[config.mk]
export PLATFORM = sky130hd
export DESIGN_NAME = uart_rx
export DESIGN_NICKNAME = d
export VERILOG_FILES = /design/src/rtl/uart_pkg.sv /design/src/rtl/uart_rx_sync.sv /design/src/rtl/uart_rx.sv
export SDC_FILE = /design/constraint.sdc
export NUM_CORES = 1
export LEC_CHECK = 0
export ABC_AREA = 0
export ABC_CLOCK_PERIOD_IN_PS = 2200
export CORE_UTILIZATION = 51
export DETAILED_ROUTE_END_ITERATION = 7
export GPL_TIMING_DRIVEN = 0
export PLACE_DENSITY = 0.74
export SLEW_MARGIN = 20
export SYNTH_ARGS = -nofsm -noshare
export SYNTH_HDL_FRONTEND = slang
export SYNTH_SLANG_ARGS = --single-unit
export TNS_END_PERCENT = 5
[constraint.sdc]
create_clock -name clk -period 2.2 [get_ports clk]
set_input_delay 0.33 -clock clk [delete_from_list [all_inputs] [get_ports clk]]
set_output_delay 0.33 -clock clk [all_outputs]
set_load 0.05 [all_outputs]
[src/rtl/uart_pkg.sv]
// uart_pkg: shared UART line defaults and receiver state encoding
package uart_pkg;
  localparam int CLK_FREQ  = 50_000_000;
  localparam int BAUD      = 115200;
  localparam int DATA_BITS = 8;
  localparam logic [2:0] IDLE  = 3'd0;
  localparam logic [2:0] START = 3'd1;
  localparam logic [2:0] DATA  = 3'd2;
  localparam logic [2:0] STOP  = 3'd3;
  localparam logic [2:0] BREAK = 3'd4;
endpackage

[src/rtl/uart_rx_sync.sv]
// uart_rx_sync: two-flop synchronizer plus edge-detect flop, all resetting to the idle-high level
module uart_rx_sync (
  input  logic clk,
  input  logic rst_n,
  input  logic din,
  output logic sync,
  output logic sync_prev
);
  logic meta;
  always_ff @(posedge clk or negedge rst_n)
    if (!rst_n) {meta, sync, sync_prev} <= 3'b111;
    else {meta, sync, sync_prev} <= {din, meta, sync};
endmodule

[src/rtl/uart_rx.sv]
// uart_rx: 8N1 UART receiver with mid-bit sampling, done strobe and framing-error strobe
module uart_rx
  import uart_pkg::*;
#(
  parameter int CLK_FREQ = uart_pkg::CLK_FREQ,
  parameter int BAUD     = uart_pkg::BAUD
) (
  input  logic                 clk,
  input  logic                 uart_rst_n,
  input  logic                 rxd,
  output logic [DATA_BITS-1:0] rx_data,
  output logic                 rx_done,
  output logic                 rx_busy,
  output logic                 frame_err
);
  localparam int BIT_CNT  = CLK_FREQ / BAUD;
  localparam int HALF_CNT = BIT_CNT / 2;
  localparam int CW       = $clog2(BIT_CNT);
  localparam logic [CW-1:0] BIT_END  = CW'(BIT_CNT - 1);
  localparam logic [CW-1:0] HALF_END = CW'(HALF_CNT - 1);
  logic                 sync, sync_prev;
  logic [2:0]           state;
  logic [CW-1:0]        cnt;
  logic [2:0]           idx;
  logic [DATA_BITS-1:0] shreg;
  logic [1:0]           warm;
  logic                 armed;
  uart_rx_sync u_sync (
    .clk       (clk),
    .rst_n     (uart_rst_n),
    .din       (rxd),
    .sync      (sync),
    .sync_prev (sync_prev)
  );
  assign rx_busy = state != IDLE;
  always_ff @(posedge clk or negedge uart_rst_n)
    if (!uart_rst_n) begin
      state     <= IDLE;
      cnt       <= '0;
      idx       <= '0;
      shreg     <= '0;
      rx_data   <= '0;
      rx_done   <= 1'b0;
      frame_err <= 1'b0;
      warm      <= '0;
      armed     <= 1'b0;
    end else begin
      rx_done   <= 1'b0;
      frame_err <= 1'b0;
      warm      <= warm + 2'(warm != 2'd3);
      armed     <= armed | (&warm & sync);
      case (state)
        IDLE: if (armed && sync_prev && !sync) begin
          state <= START;
          cnt   <= '0;
        end
        START: if (cnt == HALF_END) begin
          cnt   <= '0;
          idx   <= '0;
          state <= sync ? IDLE : DATA;
        end else cnt <= cnt + 1'b1;
        DATA: if (cnt == BIT_END) begin
          cnt   <= '0;
          shreg <= {sync, shreg[DATA_BITS-1:1]};
          idx   <= idx + 1'b1;
          state <= (idx == 3'(DATA_BITS - 1)) ? STOP : DATA;
        end else cnt <= cnt + 1'b1;
        STOP: if (cnt == BIT_END) begin
          cnt       <= '0;
          state     <= sync ? IDLE : BREAK;
          rx_done   <= sync;
          frame_err <= !sync;
          rx_data   <= sync ? shreg : rx_data;
        end else cnt <= cnt + 1'b1;
        BREAK: state <= sync ? IDLE : BREAK;
        default: state <= IDLE;
      endcase
    end
endmodule

# Word-level counts from Yosys, hierarchy flattened
# Cells that the tools add are included.
[word_totals] elab_cells=62 out_inout_bits=11 reg_bits=39 ram_bits=0 inputBits=3 latchBits=0 mem_count=0 mem_bits_ro=0
[classes] n_div=0 order_cmp=0 shifts=0 eq_ne=12 addsub=3 n_mul=0 muxes=19 bitwise=2 n_reduce_logical=14
[ops] op="$mux 9" count=3
[ops] op="$pmux 9 s3" count=1
[ops] op="$mux 3" count=7
[ops] op="$pmux 3 s5" count=1
[ops] op="$ne 2x2->1 const B" count=5
[ops] op="$add 9x1->9 const B" count=1
[ops] op="$eq 9x8->1 const B" count=1
[ops] op="$eq 9x9->1 const B" count=1
[ops] op="$eq 3x2->1 const B" count=2
[ops] op="$eq 3x3->1 const B" count=2
[ops] op="$pmux 3 s2" count=1
[ops] op="$reduce_and 2->1" count=3
[ops] op="$reduce_and 3->1" count=2
[ops] op="$reduce_bool 3->1" count=2
[ops] op="$mux 1" count=5
[ops] op="$reduce_and 4->1" count=1
[ops] op="$add 3x1->3 const B" count=1
[ops] op="$eq 3x1->1 const B" count=1
[ops] op="$logic_not 3->1" count=1
[ops] op="$add 2x1->2" count=1
[ops] op="$logic_and 1x1->1" count=2
[ops] op="$mux 2" count=1
[ops] op="$reduce_bool 2->1" count=1
[ops] op="$reduce_or 2->1" count=1
[ops] op="3 further kinds" count=3

# Longest topological paths before layout
[logic_depth] depth_word=4 depth_mapped=8 mapped_depth_nobuf=6

# By module
# A second synthesis with hierarchy kept.
[unflattened] hier_cells=148 hier_area_um2=1846.8
[by_module_without_submodules] module="uart_rx" area_per_inst_um2=1767.9 seq_area_each_um2=900.9 instances=1 cells_each=145
[by_module_without_submodules] module="uart_rx_sync" area_per_inst_um2=78.8 seq_area_each_um2=78.8 instances=1 cells_each=3

# Worst setup path before layout
# Ideal clock, no wire load.
[synth_timing] path_type="flip-flop to flip-flop" start="reg cnt[1]" end="reg shreg[0]" arrival_time_ns=2.098 setup_ns=0.125 required_time_ns=2.075 slack_ns=-0.023 path_stages_with_launch=9 path_buffers=2 synth_period_minus_slack_ns=2.223 cell_sequence="dfrtp_1 -> inv_1 -> ha_1 -> nand2_1 -> or4_4 -> buf_6 -> or3_4 -> buf_6 -> mux2_4"
[synth_via] elab_chain_cells=2
[synth_rtl] item="start: declaration" line_no="uart_rx.sv:23" source="logic [CW-1:0] cnt;"
[synth_rtl] item="start signal: assignment" line_no="uart_rx.sv:61" source="end else cnt <= cnt + 1'b1;"
[synth_rtl] item="start signal: assignment" line_no="uart_rx.sv:67" source="end else cnt <= cnt + 1'b1;"
[synth_rtl] item="start signal: assignment" line_no="uart_rx.sv:74" source="end else cnt <= cnt + 1'b1;"
[synth_rtl] item="$eq 9x9->1" line_no="uart_rx.sv:62" source="DATA: if (cnt == BIT_END) begin"
[synth_rtl] item="$reduce_and 2->1 (no line)"
[synth_rtl] item="end signal: assignment" line_no="uart_rx.sv:64" source="shreg <= {sync, shreg[DATA_BITS-1:1]};"
[synth_rtl] item="end: declaration" line_no="uart_rx.sv:25" source="logic [DATA_BITS-1:0] shreg;"
# Every way passes these cells.
# A chain may end at the register's enable or synchronous reset.

# Worst setup path after layout
[layout_timing] start="reg cnt[1]" end="reg shreg[1]"
# Same word-level chain as after synthesis.

==> impl_metrics.tcl <==
set metrics [dict create \
    overflow 0 \
    min_path_type "reg -> reg" \
    die_y_um 61.9 \
    pre_cts_slack_ps -170 \
    clk_latency_ps 350 \
    power-per-cell-area_nw_per_um2 746 \
    yosys.area.top_type_share_pct 49.2 \
    cellInternalPower_uw 1040 \
    fmax_ghz 0.468 \
    final_area_um2 2150 \
    ant_nets 0 \
    clk_pin_slew_worst_paths_ps 110 \
    die_area_um2 3830 \
    grt_usage_pct 20.9 \
    cts-buffers-inserted 5 \
    clk_path_buf_depth 2 \
    vias 1304 \
    synth.net_count 163 \
    swShare_pct 35.2 \
    setup_viol 0 \
    drcViolationCount 0 \
    crit_required_ps 2450 \
    initial_core_util_pct 54.0 \
    outcome "finished, final reports clean" \
    netlist_instances 155 \
    wl_per_cell_um 15.0 \
    via_per_inst 5.74 \
    worstPathArrival_ps 2380 \
    crit_path_end_kind "flip-flop" \
    p_sw_uw 564 \
    p_seq_share_pct 52.5 \
    start_kind "flip-flop" \
    finalNetCount 188 \
    clockRootBuffer "clkbuf_4" \
    die-width_um 61.9 \
    clkPwrFrac_pct 22.0 \
    ir_drop_uv 605 \
    cts_tree "yes" \
    final_common_cell "dfrtp_1" \
    async_reset_ff_share_pct 100 \
    skew_ps 10.5 \
    period_share_pct 97.1 \
    p_comb_share_pct 25.5 \
    power.leakage_uw 0.000925 \
    cap_violations 0 \
    rows 21 \
    synth_edf_count 0 \
    post-synth-top-area-cell "dfrtp_1" \
    finalCriticalPeriod_ps 2140 \
    fin_ws_ps 62.9 \
    dr.first_iter.drc_count 65 \
    dpl_cell_area_um2 2040 \
    area_delta_synth_final_pct 17.3 \
    place_hpwl_mm 2.32 \
    rsz0062_at_grt "true" \
    netlist_top_cells_area "dfrtp_1, mux2_2, mux2_4" \
    ys_seq_elements 39 \
    postSynthAreaPerCell_um2 11.8 \
    h-tree-depth 2 \
    finalMaxSlewViolations 0 \
    grt_pass1_vias 1251 \
    num_antenna_cells 0 \
    cts_num_sinks 39 \
    setup.worst_path.class "reg -> reg" \
    final_cells 227 \
    fillers 274 \
    crit_fanout 6 \
    fin_total_pwr_uw 1600 \
    syn_area_um2 1830 \
    dr.pass1.iters 4 \
    antenna_found_initial 0 \
    grt_pass1_wl_mm 5.62 \
    gp_congestion 0.842 \
    final_core_util_pct 63.3 \
    drive_above_1_share_pct 26.0 \
    synth-main-ff-cell "dfrtp_1" \
    worstMarginPinSlew_ps 639 \
    synth_cell_types 42 \
    mostFrequentLayoutCells "dfrtp_1, nand2_1, mux2_2, clkdlybuf4s50_1, o211ai_1" \
    yosys_warnings 0 \
    wirelength_mm 3.41 \
    grt_max_degree 23 \
    port_buffers 13 \
    pin_count 14 \
    core_area_um2 3390 \
    place_inst 215 \
    hold_viol 0 \
    yosysSeqAreaShare_pct 53.5 \
    relSlewSlack_pct 57.3 \
]
state kept, by name, indices dropped and copies added (netlist names):
register,cells
armed,1
cnt,9
frame_err,1
idx,3
rx_data,8
rx_done,1
shreg,8
state,3
u_sync.meta,1
u_sync.sync,1
u_sync.sync_prev,1
warm,2
power by group through the flow:
stage / Clock (uW) / Combinational [uW] / Sequential [uW]
detailed placement: 0 / 380 / 855
finish: 353 / 408 / 841
global placement: 0 / 362 / 851
floorplan: 0 / 274 / 839
global route: 402 / 464 / 851
CTS: 367 / 382 / 841
cells by family after synthesis:
logic type | synth area share [%]
buf+inv | 2.87
compound gates | 12.7
flops | 53.5
mux | 12.2
xor+xnor | 0.479
simple gates | 14.8
fa+ha+maj | 3.42
layout make-up:
class | count | area [um^2] | share of cell area, %
repair buffers | 19 | 194 | 9.03
clock inverters | 2 | 12.5 | 0.583
well taps | 46 | 57.6 | 2.68
flip-flops and latches | 39 | 982 | 45.7
inverters | 5 | 18.8 | 0.874
plain buffers | 4 | 22.5 | 1.05
multi-input cells | 106 | 818 | 38.1
clock buffers | 6 | 41.3 | 1.92
per-stage QoR:
step | setup TNS, ps | hold WS (ps)
global route | -42.4 | 366
global placement | -2170 | 347
CTS | -431 | 368
finish | 0 | 366
detailed placement | -1220 | 304
floorplan | 0 | 34.4
timing repair:
action                                  in CTS  in global routing
hold buffers                                 1                  0
setup buffers                                0                  4
hold endpoints to repair                    14                  0
gates cloned                                 0                  0
pin swaps                                    0                  1
endpoints found under the setup margin      24                 15
resized for setup                            5                  4
layer usage:
layer	global-route usage, %	vias to the layer above	share of wire, %
met1	27.8	639	45
met4	12.4	0	3.5
met5	0	-	0
li1	-	616	-
met2	30.0	38	46
met3	6.83	11	5.9
final timing paths:
path / slack [ps] / cells after the start / start / to
worst min register to register: 370 / 0 / u_sync.meta / u_sync.sync
worst min-delay path: 370 / 0 / u_sync.meta / u_sync.sync
max in group asynchronous: 1310 / 3 / uart_rst_n / cnt[6]
worst max register to register: 60 / 7 / cnt[1] / shreg[1]
min in group asynchronous: 440 / 2 / uart_rst_n / cnt[5]
worst max-delay path: 60 / 7 / cnt[1] / shreg[1]
critical path, stage by stage, from the launching register on:
cell and delay (ps):
dfrtp_1 410, inv_2 70, ha_1 160, nand2_2 70, or4_4 550, or3_4 350
buf_6 150, mux2_4 290
Yosys cell counts, drive strengths merged, types with 2 or more instances:
| cell type | instances |
|---|---|
| clkbuf | 3 |
| or4 | 3 |
| dfstp | 3 |
| o21ai | 6 |
| a21oi | 5 |
| ha | 5 |
| dfrtp | 36 |
| nand3 | 3 |
| nand2 | 20 |
| nand2b | 4 |
| nand3b | 2 |
| o211ai | 8 |
| inv | 5 |
| o31ai | 2 |
| nor2 | 6 |
| a22o | 2 |
| mux2 | 17 |
| nor3 | 4 |
| buf | 2 |
Note: power is estimated with default switching activity, not from simulation.
